--- config.mk ---
export PLATFORM = sky130hd
export DESIGN_NAME = clock_set_ctrl
export DESIGN_NICKNAME = d
export VERILOG_FILES = /design/src/rtl/clock_set_ctrl.sv
export SDC_FILE = /design/constraint.sdc
export NUM_CORES = 1
export LEC_CHECK = 0
export ABC_AREA = 1
export BUFFER_PORTS_ARGS = -buffer_cell sky130_fd_sc_hd__buf_2
export CAP_MARGIN = 15
export CELL_PAD_IN_SITES_DETAIL_PLACEMENT = 1
export CELL_PAD_IN_SITES_GLOBAL_PLACEMENT = 1
export CORE_UTILIZATION = 39
export DETAILED_ROUTE_END_ITERATION = 12
export HOLD_SLACK_MARGIN = 0.08
export PLACE_DENSITY = 0.85
export SLEW_MARGIN = 40
export SYNTH_ARGS = -nofsm -noshare
export SYNTH_HDL_FRONTEND = slang
export SYNTH_SLANG_ARGS = --single-unit
export TNS_END_PERCENT = 30
--- constraint.sdc ---
create_clock -name clk_in -period 1.6 [get_ports clk_in]
set_clock_uncertainty 0.1 [all_clocks]
set_input_delay 0.48 -clock clk_in [delete_from_list [all_inputs] [get_ports clk_in]]
set_output_delay 0.48 -clock clk_in [all_outputs]
set_load 0.01 [all_outputs]
--- src/rtl/clock_set_ctrl.sv ---
// Timebase, count-enable chaining and MODE/INC set-mode FSM for the HH:MM:SS clock.
// Optional INC auto-repeat is built when CLOCK_SET_AUTOREPEAT_EN is defined.
module clock_set_ctrl #(
    parameter int TICK_DIV = 1000
) (
    input  logic       clk_in,
    input  logic       rst,
    input  logic       btn_mode,
    input  logic       btn_inc,
    input  logic       sec_wrap,
    input  logic       min_wrap,
    output logic       sec_ce,
    output logic       sec_clr,
    output logic       min_ce,
    output logic       hour_ce,
    output logic [1:0] mode,
    output logic       blank_hour,
    output logic       blank_min
);

    localparam int PRE_W = $clog2(TICK_DIV);
    localparam logic [PRE_W-1:0] PRE_MAX  = PRE_W'(TICK_DIV - 1);
    localparam logic [PRE_W-1:0] PRE_HALF = PRE_W'(TICK_DIV / 2);

    localparam logic [1:0] ST_RUN      = 2'b00;
    localparam logic [1:0] ST_SET_HOUR = 2'b01;
    localparam logic [1:0] ST_SET_MIN  = 2'b10;

    logic [PRE_W-1:0] pre, pre_nxt;
    logic [1:0]       mode_nxt;
    logic             btn_mode_q, btn_inc_q;
    logic             tick, mode_rise, inc_rise, inc_pulse, clr_nxt;
    logic             sec_ce_nxt, min_ce_nxt, hour_ce_nxt;

    assign tick      = (pre == PRE_MAX);
    assign mode_rise = btn_mode & ~btn_mode_q;
    assign inc_rise  = btn_inc & ~btn_inc_q;

`ifdef CLOCK_SET_AUTOREPEAT_EN
    localparam int REP_W = $clog2(TICK_DIV + 1);
    localparam logic [REP_W-1:0] REP_FIRE   = REP_W'(TICK_DIV);
    localparam logic [REP_W-1:0] REP_RELOAD = REP_W'(TICK_DIV - TICK_DIV / 4 + 1);

    logic [REP_W-1:0] rep_cnt, rep_nxt;
    logic             rep_fire;

    // rep_cnt is zero when idle; a rise arms it, and it fires each time it reaches TICK_DIV.
    always_comb begin
        rep_nxt  = rep_cnt;
        rep_fire = 1'b0;
        if (((mode != ST_SET_HOUR) && (mode != ST_SET_MIN)) || mode_rise || !btn_inc) begin
            rep_nxt = '0;
        end else if (inc_rise) begin
            rep_nxt = REP_W'(1);
        end else if (rep_cnt != '0) begin
            if (rep_cnt == REP_FIRE) begin
                rep_fire = 1'b1;
                rep_nxt  = REP_RELOAD;
            end else begin
                rep_nxt = rep_cnt + REP_W'(1);
            end
        end
    end

    always_ff @(posedge clk_in) begin
        if (rst) rep_cnt <= '0;
        else     rep_cnt <= rep_nxt;
    end

    assign inc_pulse = (inc_rise & ~mode_rise) | rep_fire;
`else
    assign inc_pulse = inc_rise & ~mode_rise;
`endif

    always_comb begin
        mode_nxt = mode;
        clr_nxt  = 1'b0;
        case (mode)
            ST_RUN:      if (mode_rise) mode_nxt = ST_SET_HOUR;
            ST_SET_HOUR: if (mode_rise) mode_nxt = ST_SET_MIN;
            ST_SET_MIN: begin
                if (mode_rise) begin
                    mode_nxt = ST_RUN;
                    clr_nxt  = 1'b1;
                end
            end
            default:     mode_nxt = ST_RUN;
        endcase

        // Leaving set mode restarts the second so the first tick is a full period away.
        if (clr_nxt || tick) pre_nxt = '0;
        else                 pre_nxt = pre + PRE_W'(1);

        sec_ce_nxt  = (mode == ST_RUN) & tick;
        min_ce_nxt  = ((mode == ST_RUN) & tick & sec_wrap) |
                      ((mode == ST_SET_MIN) & inc_pulse);
        hour_ce_nxt = ((mode == ST_RUN) & tick & sec_wrap & min_wrap) |
                      ((mode == ST_SET_HOUR) & inc_pulse);
    end

    always_ff @(posedge clk_in) begin
        if (rst) begin
            mode       <= ST_RUN;
            pre        <= '0;
            btn_mode_q <= 1'b1;
            btn_inc_q  <= 1'b1;
            sec_ce     <= 1'b0;
            sec_clr    <= 1'b0;
            min_ce     <= 1'b0;
            hour_ce    <= 1'b0;
            blank_hour <= 1'b0;
            blank_min  <= 1'b0;
        end else begin
            mode       <= mode_nxt;
            pre        <= pre_nxt;
            btn_mode_q <= btn_mode;
            btn_inc_q  <= btn_inc;
            sec_ce     <= sec_ce_nxt;
            sec_clr    <= clr_nxt;
            min_ce     <= min_ce_nxt;
            hour_ce    <= hour_ce_nxt;
            // Blank from the next-state values so the strobe lines up with the registered pre/mode.
            blank_hour <= (mode_nxt == ST_SET_HOUR) & (pre_nxt >= PRE_HALF);
            blank_min  <= (mode_nxt == ST_SET_MIN) & (pre_nxt >= PRE_HALF);
        end
    end

endmodule

**After elaboration in Yosys (flattened, before gate mapping)**

Cells that the tools add are included.

- Multiplexer cells: 7
- Reductions and logical operators: 2
- Equality and inequality tests: 5
- Add/sub/neg operators: 1
- Bitwise logic cells: 15
- Magnitude comparators: 1

Operator list:

| operator | number |
|---|---|
| adder 10 x 1 -> 10 bit (second input constant) | 1 |
| AND 1 bit | 10 |
| equality test 10 bit (second input constant) | 1 |
| >= comparator 10 x 9 -> 1 bit (second input constant) | 1 |
| two-way mux 10 bit | 1 |
| two-way mux 2 bit | 3 |
| one-hot mux 2 bit (3 select lines) | 1 |
| equality test 2 x 1 -> 1 bit (second input constant) | 2 |
| equality test 2 bit (second input constant) | 2 |
| inverter 1 bit | 3 |
| zero test 2 bit | 1 |
| two-way mux 1 bit | 2 |
| bitwise OR 1 bit | 2 |
| logical OR 1 bit | 1 |

- Logic and storage cells: 41
- Bits in registers: 20
- Output and inout port bits: 8
- Input bits: 6

**Longest topological paths before layout**

Gate-level depths: netlist of run 1.

- Depth in word-level cells: 8
- Depth in mapped cells: 9
- Depth with buffers taken out: 9

**Worst setup path before layout of run 1**

Ideal clock, no wire load.

- Path type: register -> register
- Start: register pre[0]
- End: register blank_min
- Path buffers: 0
- Period minus slack after synthesis: 1.461 ns
- Setup time: 0.070 ns
- Arrival: 1.291 ns
- Required time: 1.430 ns
- Stages on the path, launching flop included: 10
- Setup slack: 0.139 ns
- Cell sequence: dfxtp_1 -> ha_1 -> nand2_2 -> nor2_2 -> nand2_1 -> nand2_1 -> nand2_1 -> nor3_2 -> nand3_1 -> a21oi_1

- Cells in the longest elaborated chain, start to end: 5
- Elaborated cells between the ends (all ways): 6
- Those cells by class: 1 x add/sub; 1 x order compare; 1 x eq/ne; 1 x mux; 1 x bitwise; 1 x reduce/logical

RTL lines:

| element | line | text |
|---|---|---|
| from (decl) | 29 | `logic [PRE_W-1:0] pre, pre_nxt;` |
| from (signal assigned) | 115 | `pre <= pre_nxt;` |
| branches (longest 2 deep; another with adder 10 x 1 -> 10 bit) | n/a |  |
| two-way mux 10 bit * | 91 | `if (clr_nxt \|\| tick) pre_nxt = '0;` |
| >= comparator 10 x 9 -> 1 bit * | 124 | `blank_min <= (mode_nxt == ST_SET_MIN) & (pre_nxt >= PRE_HALF);` |
| AND 1 bit * | 124 |  |
| to (signal assigned) | 124 |  |
| to (decl) | 18 | `output logic blank_min` |

Mark *: on every way between the ends.
A chain may end at the register's enable or synchronous reset.

**Worst setup path in the final report of run 1**

Same ends and word-level chain as after synthesis.

==> results.py, run 1 <==
metrics = {
    "status": {
        "status": "finished, final reports clean",
    },
    "logic_synthesis": {
        "synth.distinct_cells": 23,
        "synth-seq-cells": 20,
        "synthSimpleGateAreaFrac_pct": 37.3,
        "yosysSeqAreaShare_pct": 44.1,
        "synth_area_sq_um": 908,
        "synth_top_family_by_area": "simple AND/OR/NAND/NOR gates",
        "synth_nets": 128,
        "syn_area_per_cell_sq_um": 7.51,
        "synth-xor-area-share_pct": 2.89,
        "synth_adder_area_share_pct": 1.38,
        "yosys-mux-area-fraction_pct": 0,
        "synth_cells": 121,
        "synth-compound-area-share_pct": 6.47,
        "ys_warn_count": 0,
    },
    "power_and_ir_drop": {
        "pwr_density_cell_nw_per_um2": 750,
        "p_int_w": 0.000630,
        "power_switching_w": 0.000201,
        "power_frac_seq_pct": 63.0,
        "clkPwrFrac_pct": 28.5,
        "p_sw_share_pct": 24.2,
        "power.leakage_nw": 0.490,
        "max-vdd-ir-drop_v": 0.000415,
        "p_comb_share_pct": 8.5,
    },
    "critical_path": {
        "r2r_slack_ns": 0.05,
        "crit_path_top_delay_cell": "dfxtp_2",
        "crit_path_end_kind": "register",
        "path_cells": "ha_4 -> nand3_1 -> o21bai_1 -> nand3_1 -> a21oi_2 -> nand3_2 -> a21oi_2",
        "cp_max_fo": 4,
        "timing.rr.start": "pre[0]$_SDFF_PP0_",
        "critical_path.startpoint": "pre[0]$_SDFF_PP0_",
        "crit_arrival_ns": 1.70,
        "max_stage_delay_ns": 0.37,
        "cp-start-kind": "register",
        "cp.required_ns": 1.75,
        "crit_type": "reg -> reg",
    },
    "clock_network": {
        "cts_tree": "done",
        "clkSinkCount": 20,
        "clock_path_buffers": 2,
        "cts.reportedPaths.clkPinSlew_ns": 0.10,
        "numCtsBuffers": 3,
        "worstSkewPairLatency_ns": 0.30,
        "htreeDepth": 1,
        "root_buffer": "clkbuf_4",
        "holdBufCountCts": 0,
    },
    "sta": {
        "setup_viol": 0,
        "max_freq_mhz": 645,
        "post-route-period-util_pct": 97.0,
        "final_hold_viol_count": 0,
        "period_minus_slack_ns": 1.55,
        "maxSlewViolCount": 0,
        "worst_pin_slew_ns": 0.316,
        "fin_ws_ns": 0.0486,
        "max_slew_margin_pct": 78.7,
        "finalSetupTns_ns": 0,
    },
    "place": {
        "numPortBuffers": 13,
        "place_ws_ns": 0.0392,
        "place_hpwl_mm": 1.60,
        "place_congestion": 0.880,
    },
    "route": {
        "ant_nets": 0,
        "drt_iter0_markers": 5,
        "viasPerCell": 4.99,
        "vias": 843,
        "wl_per_cell_microns": 12.8,
        "wirelength_mm": 2.17,
        "dr.pass1.iters": 4,
        "drc": 0,
    },
    "layout": {
        "register_area_sq_um": 405,
        "multi_input_area_sq_um": 475,
        "nets": 150,
        "utilization_pct": 50.1,
        "layout.cells.most_common_list": "20 x nand2_1, 17 x inv_1, 16 x dfxtp_1",
        "num_antenna_cells": 0,
        "fillerInstances": 293,
        "syn_to_final_growth_pct": 22.0,
        "layout_commonest_cell": "nand2_1",
        "drive_gt1_share_pct": 32.6,
    },
    "floorplan": {
        "die_area_sq_um": 2530,
        "io_pins": 14,
        "num_rows": 17,
        "die_h_microns": 50.3,
        "core_region_area_sq_um": 2210,
        "start_util_pct": 41.1,
        "die_w_microns": 50.3,
    },
    "job": {
        "max_cap_violations": 0,
    },
    "min_path": {
        "min-delay-path-class": "in -> reg",
        "min-delay-start": "btn_mode",
    },
    "global_routing": {
        "grt.total_usage_pct": 18.8,
        "antenna_found_initial": 0,
        "grt_max_degree": 11,
        "overflow": 0,
        "grt_pass1_vias": 849,
        "grt_pass1_wl_mm": 3.57,
    },
}
## critical path, delay by kind of cell (launching register included)
kind / cells / cell delay, ns
simple gates: 3 / 0.36
compound gates: 3 / 0.51
fa+ha+maj: 1 / 0.16
flops: 1 / 0.37
## final cells by class
| type | count | area share (%) |
|---|---|---|
| well taps | 28 | 3.16 |
| flip-flops and latches | 20 | 36.6 |
| repair buffers | 18 | 9.26 |
| clock buffers | 3 | 2.03 |
| inverters | 18 | 6.09 |
| multi-input cells | 82 | 42.9 |
## Yosys cell counts
cell | count | area share, %
and3_1 | 1 | 0.69
inv_1 | 17 | 7.0
nand4_1 | 2 | 1.4
nor2_1 | 15 | 6.2
nor2_2 | 5 | 3.4
nor3_2 | 1 | 1.1
xor2_1 | 3 | 2.9
nor4_1 | 3 | 2.1
nor3_1 | 4 | 2.2
nand3_2 | 2 | 2.2
inv_2 | 1 | 0.41
clkbuf_1 | 1 | 0.41
o21a_1 | 1 | 0.83
nand2_2 | 3 | 2.1
o21bai_2 | 1 | 1.2
nand3_1 | 10 | 5.5
nand2_1 | 22 | 9.1
nand4_2 | 1 | 1.4
a21oi_1 | 5 | 2.8
ha_1 | 1 | 1.4
o21bai_1 | 1 | 0.83
o211ai_1 | 1 | 0.83
dfxtp_1 | 20 | 44
## cells by family (layout without fill, tap and decap cells)
logic type                 Yosys count  count (layout)
and+or+nand+nor                     69              69
DFF                                 20              20
buffers and inverters               19              39
adders and majority gates            1               1
xor gates and xnor gates             3               3
AOI/OAI and AO/OA                    9               9
## final timing paths
check,end,cells past startpoint
max,blank_min$_SDFF_PP0_,7
min,btn_mode_q$_SDFF_PP1_,3
max reg2reg,blank_min$_SDFF_PP0_,7
min reg2reg,pre[0]$_SDFF_PP0_,2
## per-stage QoR
step	hold slack, ns	cell area [sq um]	std cells	total power (W)
after floorplan	0.340	908	121	0.000569
after global placement	0.418	1030	165	0.000595
after detailed placement	0.433	1030	165	0.000598
after CTS	0.265	1060	168	0.000833
after global routing	0.281	1110	169	0.000864
final	0.268	1110	169	0.000832
## state kept, by name, summed over array words and instances, names as in the netlist
name and count:
pre 10, mode 2, blank_hour 1, blank_min 1, btn_inc_q 1, btn_mode_q 1
hour_ce 1, min_ce 1, sec_ce 1, sec_clr 1
## layer usage
layer | global-route usage (%) | wire length, microns
met5 | 0 | 0
met4 | 10.0 | 44
met2 | 33.1 | 1090
met1 | 22.3 | 995
met3 | 1.82 | 42
## power groups by stage
stage | combinational [W] | clock (W) | sequential [W]
finish | 0.0000705 | 0.000237 | 0.000524
global route | 0.0000787 | 0.000259 | 0.000526
CTS | 0.0000670 | 0.000245 | 0.000521
detailed placement | 0.0000661 | 0 | 0.000532
global placement | 0.0000634 | 0 | 0.000531
floorplan | 0.0000355 | 0 | 0.000534
## what timing repair did
item / 4_1_cts / 5_1_grt
pin swaps: 0 / 1
gates resized for setup: 1 / 12
setup endpoints to repair: 2 / 9
setup buffers: 0 / 1
(Power assumes the default switching activity.)
==> run 2: changes to the inputs <==
==> constraint.sdc (replaced) <==
create_clock -name clk_in -period 1.6 [get_ports clk_in]
set_clock_uncertainty 0.1 [all_clocks]
set_input_delay 0.08 -clock clk_in [delete_from_list [all_inputs] [get_ports clk_in]]
set_output_delay 0.08 -clock clk_in [all_outputs]
set_load 0.01 [all_outputs]
==> run 2 against run 1 <==
Against the previous run: sequential power about the same; worst setup slack worse by 0.0077 ns; wire length up 17%; total power up 9.9%; critical path depth up 2; clock-buffer cell count up 1; utilization up 4.3 points.
==> results.py, run 2 (synthesis gave the netlist of run 1 again) <==
metrics = {
    "status": {
        "status": "finished, final reports clean",
    },
    "global_routing": {
        "grt.total_usage_pct": 21.5,
        "grt_pass1_wl_mm": 4.06,
        "grt_pass1_vias": 921,
        "antenna_found_initial": 0,
        "overflow": 0,
        "grt_max_degree": 12,
    },
    "sta": {
        "rsz0062_at_grt": "yes",
        "max_freq_mhz": 641,
        "setup_viol": 0,
        "max_slew_margin_pct": 76.9,
        "fin_ws_ns": 0.0410,
        "period_minus_slack_ns": 1.56,
        "final_hold_viol_count": 0,
        "post-route-period-util_pct": 97.4,
        "maxSlewViolCount": 0,
        "worst_pin_slew_ns": 0.344,
        "finalSetupTns_ns": 0,
        "whs_ns": 0.104,
    },
    "route": {
        "dr.max_layer_used": "met4",
        "wl_met2_mm": 1.39,
        "wirelength_mm": 2.55,
        "wl_per_cell_microns": 14.6,
        "drc": 0,
        "wl_met3_microns": 46,
        "route.layer.met1.wl_mm": 1.07,
        "viasPerCell": 5.06,
        "ant_nets": 0,
        "drt_iter0_markers": 12,
        "vias": 885,
        "dr.pass1.iters": 4,
    },
    "floorplan": {
        "die_area_sq_um": 2530,
        "start_util_pct": 41.1,
        "io_pins": 14,
        "num_rows": 17,
        "die_w_microns": 50.3,
        "core_region_area_sq_um": 2210,
        "die_h_microns": 50.3,
    },
    "layout": {
        "register_area_sq_um": 409,
        "num_antenna_cells": 0,
        "multi_input_area_sq_um": 502,
        "layout_commonest_cell": "nand2_1",
        "largestRegisters": "pre: 10 flops, mode: 2 flops",
        "drive_gt1_share_pct": 34.7,
        "nets": 155,
        "largest_register_ffs": 10,
        "layout.cells.most_common_list": "19 x nand2_1, 17 x inv_1, 15 x nor2_1, 15 x dfxtp_1, 13 x buf_2",
        "syn_to_final_growth_pct": 32.5,
        "regMostFlops": "pre",
        "fillerInstances": 274,
    },
    "place": {
        "place_congestion": 0.834,
        "place_hpwl_mm": 1.74,
        "place_ws_ns": -0.00464,
        "numPortBuffers": 13,
    },
    "critical_path": {
        "crit_path_end_kind": "register",
        "cp-start-kind": "register",
        "cp.required_ns": 1.74,
        "cp_max_fo": 3,
        "crit_arrival_ns": 1.70,
        "crit_type": "reg -> reg",
        "critical_path.startpoint": "pre[0]$_SDFF_PP0_",
        "timing.rr.start": "pre[0]$_SDFF_PP0_",
    },
    "power_and_ir_drop": {
        "pwr_density_cell_nw_per_um2": 759,
        "max-vdd-ir-drop_v": 0.000508,
        "power.leakage_nw": 0.538,
    },
    "min_path": {
        "min-delay-start": "sec_wrap",
        "min-delay-path-class": "in -> reg",
    },
    "clock_network": {
        "worstSkewPairLatency_ns": 0.31,
        "cts.reportedPaths.clkPinSlew_ns": 0.12,
        "numCtsBuffers": 3,
        "root_buffer": "clkbuf_4",
        "clock_path_buffers": 2,
        "cts_tree": "done",
        "clkSinkCount": 20,
        "htreeDepth": 1,
    },
    "job": {
        "max_cap_violations": 0,
    },
}
## run 2: cell count changes in the layout (fill, tap and decap cells not counted), sizes merged
cell / before / now
buf: 18 / 19
clkbuf: 3 / 4
dlygate4sd3: 0 / 4
## run 2: worst paths after layout
| path | endpoint | cells past startpoint | slack [ns] |
|---|---|---|---|
| worst min-delay path | min_ce$_SDFF_PP0_ | 4 | 0.10 |
| worst min register to register | pre[0]$_SDFF_PP0_ | 2 | 0.47 |
| worst max register to register | blank_hour$_SDFF_PP0_ | 9 | 0.04 |
| worst max-delay path | blank_hour$_SDFF_PP0_ | 9 | 0.04 |
## run 2: cell type report
class	instances	share of cell area, %
Sequential cell	20	34.0
Tap cell	28	2.91
Multi-Input combinational cell	82	41.7
Clock buffer	4	3.01
Timing Repair Buffer	23	12.8
Inverter	18	5.61
## run 2: power breakdown
group / switching [W] / total [W] / leakage (nW) / internal [W]
registers: 0.0000150 / 0.000526 / 0.165 / 0.000511
logic: 0.0000450 / 0.0000868 / 0.353 / 0.0000418
clock network: 0.000162 / 0.000301 / 0.0210 / 0.000139
## run 2: per-layer routing
layer	track usage [%]	up-vias
li1	-	438
met1	25.2	430
met2	40.2	12
met3	1.82	5
met4	7.14	0
met5	0	-
## run 2: per-stage QoR
stage               std cells  total power (W)  cell area, sq um  utilization, %
floorplan                 121         0.000569               908               -
global placement          165         0.000595              1030            46.8
detailed placement        165         0.000600              1030            46.8
CTS                       174         0.000898              1130            50.9
global route              175         0.000949              1200            54.4
finish                    175         0.000914              1200            54.4
## run 2: timing repair
| action | in CTS | in global routing |
|---|---|---|
| endpoints found under the setup margin | 2 | 9 |
| setup buffers | 1 | 1 |
| gates resized for setup | 2 | 19 |
| endpoints found under the hold margin | 10 | 0 |
| pin swaps | 1 | 11 |
| hold buffers | 4 | 0 |
## run 2: critical path, stage by stage, from the launching register on
cell     delay (ns)
dfxtp_4        0.39
ha_4           0.16
nand2_4        0.07
nor2_4         0.12
nand2_1        0.10
nand2_1        0.09
nand2_2        0.07
nor3_2         0.13
nand3_2        0.11
a21oi_2        0.16
==> run 3: changes to the inputs <==
--- a/config.mk
+++ b/config.mk
@@ -10,10 +10,11 @@
 export CAP_MARGIN = 15
 export CELL_PAD_IN_SITES_DETAIL_PLACEMENT = 1
 export CELL_PAD_IN_SITES_GLOBAL_PLACEMENT = 1
+export CORE_MARGIN = 3
 export CORE_UTILIZATION = 39
 export DETAILED_ROUTE_END_ITERATION = 12
 export HOLD_SLACK_MARGIN = 0.08
-export PLACE_DENSITY = 0.85
+export PLACE_DENSITY = 0.8
 export SLEW_MARGIN = 40
 export SYNTH_ARGS = -nofsm -noshare
 export SYNTH_HDL_FRONTEND = slang
==> run 3 against run 2 <==
Against the previous run: total power fell by 0.79%; flip-flop and latch count did not move; clock-buffer cell count did not move; non-clock buffer count fell by 3; die area rose by 17%; highest routed layer unchanged.
==> results.py, run 3 (synthesis gave the netlist of run 1 again) <==
metrics = {
    "place": {
        "place_area_sq_um": 1020,
        "place_ws_ns": -0.0680,
        "place_hpwl_mm": 1.72,
        "place_congestion": 0.745,
        "numPortBuffers": 13,
    },
    "sta": {
        "worst_pin_slew_ns": 0.384,
        "maxSlewViolCount": 0,
        "finalSetupTns_ns": 0,
        "max_freq_mhz": 667,
        "setup_viol": 0,
        "period_minus_slack_ns": 1.50,
        "max_slew_margin_pct": 74.2,
        "final_hold_viol_count": 0,
        "fin_ws_ns": 0.101,
        "post-route-period-util_pct": 93.7,
    },
    "layout": {
        "fillerInstances": 267,
        "layout.cells.most_common_list": "19 x nand2_1, 17 x inv_1, 15 x nor2_1",
        "regMostFlops": "pre",
        "utilization_pct": 57.3,
        "nets": 152,
        "largestRegisters": "pre: 10 flops, mode: 2 flops",
        "layout_commonest_cell": "nand2_1",
        "design_area_sq_um": 1190,
        "drive_gt1_share_pct": 34.7,
        "num_antenna_cells": 0,
        "syn_to_final_growth_pct": 31.3,
        "largest_register_ffs": 10,
    },
    "critical_path": {
        "crit_path_top_delay_cell": "dfxtp_4",
        "path_buf_inv": 1,
        "cp-start-kind": "register",
        "path_cells": "ha_4 -> nand2_4 -> nor2_1 -> nand2_2 -> nand2_4 -> inv_1 -> nand2_1 -> nor2_1",
        "cp_max_fo": 6,
        "crit_type": "reg -> reg",
        "cp.required_ns": 1.70,
        "cp_top_family": "simple AND/OR/NAND/NOR gates",
        "crit_arrival_ns": 1.60,
        "crit_path_end_kind": "register",
        "max_stage_delay_ns": 0.38,
    },
    "power_and_ir_drop": {
        "max-vdd-ir-drop_v": 0.000528,
        "power.leakage_nw": 0.533,
        "power_w": 0.000906,
        "pwr_density_cell_nw_per_um2": 760,
    },
    "clock_network": {
        "clock_path_buffers": 2,
        "clkSinkCount": 20,
        "cts.reportedPaths.clkPinSlew_ns": 0.12,
        "cts_tree": "done",
        "worstSkewPairLatency_ns": 0.30,
        "numCtsBuffers": 3,
        "root_buffer": "clkbuf_4",
        "htreeDepth": 1,
    },
    "floorplan": {
        "io_pins": 14,
        "die_h_microns": 54.3,
        "core_region_area_sq_um": 2080,
        "start_util_pct": 43.6,
        "die_area_sq_um": 2940,
        "num_rows": 16,
        "die_w_microns": 54.3,
    },
    "job": {
        "max_cap_violations": 0,
    },
    "route": {
        "drt_iter0_markers": 2,
        "wirelength_mm": 2.27,
        "vias": 854,
        "viasPerCell": 4.99,
        "dr.pass1.iters": 4,
        "wl_per_cell_microns": 13.3,
        "ant_nets": 0,
        "drc": 0,
    },
    "min_path": {
        "min-delay-path-class": "in -> reg",
    },
    "status": {
        "status": "finished, final reports clean",
    },
    "global_routing": {
        "grt_pass1_vias": 890,
        "overflow": 0,
        "grt_max_degree": 12,
        "grt.total_usage_pct": 17.6,
        "antenna_found_initial": 0,
        "grt_pass1_wl_mm": 3.77,
    },
}
==> run 3: metal layers <==
metal | global-route usage, % | wire, microns | vias to the layer above
met4 | 4.98 | 33 | 0
met2 | 31.7 | 1190 | 9
li1 | - | - | 437
met3 | 3.27 | 50 | 5
met5 | 0 | 0 | -
met1 | 21.0 | 998 | 403
==> run 3: area by class of cell <==
cell class / instances / area, sq um / share of cell area [%]
Tap cell: 27 / 33.8 / 2.83
Timing Repair Buffer: 20 / 128 / 10.7
Multi-Input combinational cell: 82 / 517 / 43.3
Sequential cell: 20 / 410 / 34.4
Clock buffer: 4 / 36.3 / 3.04
Inverter: 18 / 67.6 / 5.67
==> run 3: metrics by stage <==
step,std cells,hold slack [ns]
3_3_place_gp,162,0.175
5_1_grt,171,0.0991
6_report,171,0.0745
4_1_cts,170,0.0883
2_1_floorplan,121,0.0867
3_5_place_dp,162,0.188
==> run 3: where the power goes <==
group | switching (W) | internal (W) | leakage, nW
Clock | 0.000162 | 0.000139 | 0.0210
Sequential | 0.0000131 | 0.000512 | 0.165
Combinational | 0.0000433 | 0.0000373 | 0.347
==> run 3: repair_timing <==
action / 4_1_cts / 5_1_grt
buffers inserted: 0 / 1
pin swaps: 0 / 6
endpoints found under the hold margin: 10 / 0
gates resized for setup: 3 / 21
endpoints found under the setup margin: 7 / 9
hold buffers: 4 / 0
==> run 3: path summary, 6_finish.rpt <==
| kind | startpoint | end | slack [ns] | depth (start not counted) |
|---|---|---|---|---|
| worst min-delay path | sec_wrap | hour_ce$_SDFF_PP0_ | 0.07 | 5 |
| worst max-delay path | pre[1]$_SDFF_PP0_ | pre[6]$_SDFF_PP0_ | 0.10 | 8 |
| worst min register to register | pre[4]$_SDFF_PP0_ | pre[4]$_SDFF_PP0_ | 0.45 | 2 |
| worst max register to register | pre[1]$_SDFF_PP0_ | pre[6]$_SDFF_PP0_ | 0.10 | 8 |
==> run 3: worst reg2reg max path: stages (launching register included) <==
cell and delay (ns):
dfxtp_4 0.38, ha_4 0.16, nand2_4 0.07, nor2_1 0.14, nand2_2 0.11, nand2_4 0.12, inv_1 0.08, nand2_1 0.16
nor2_1 0.08
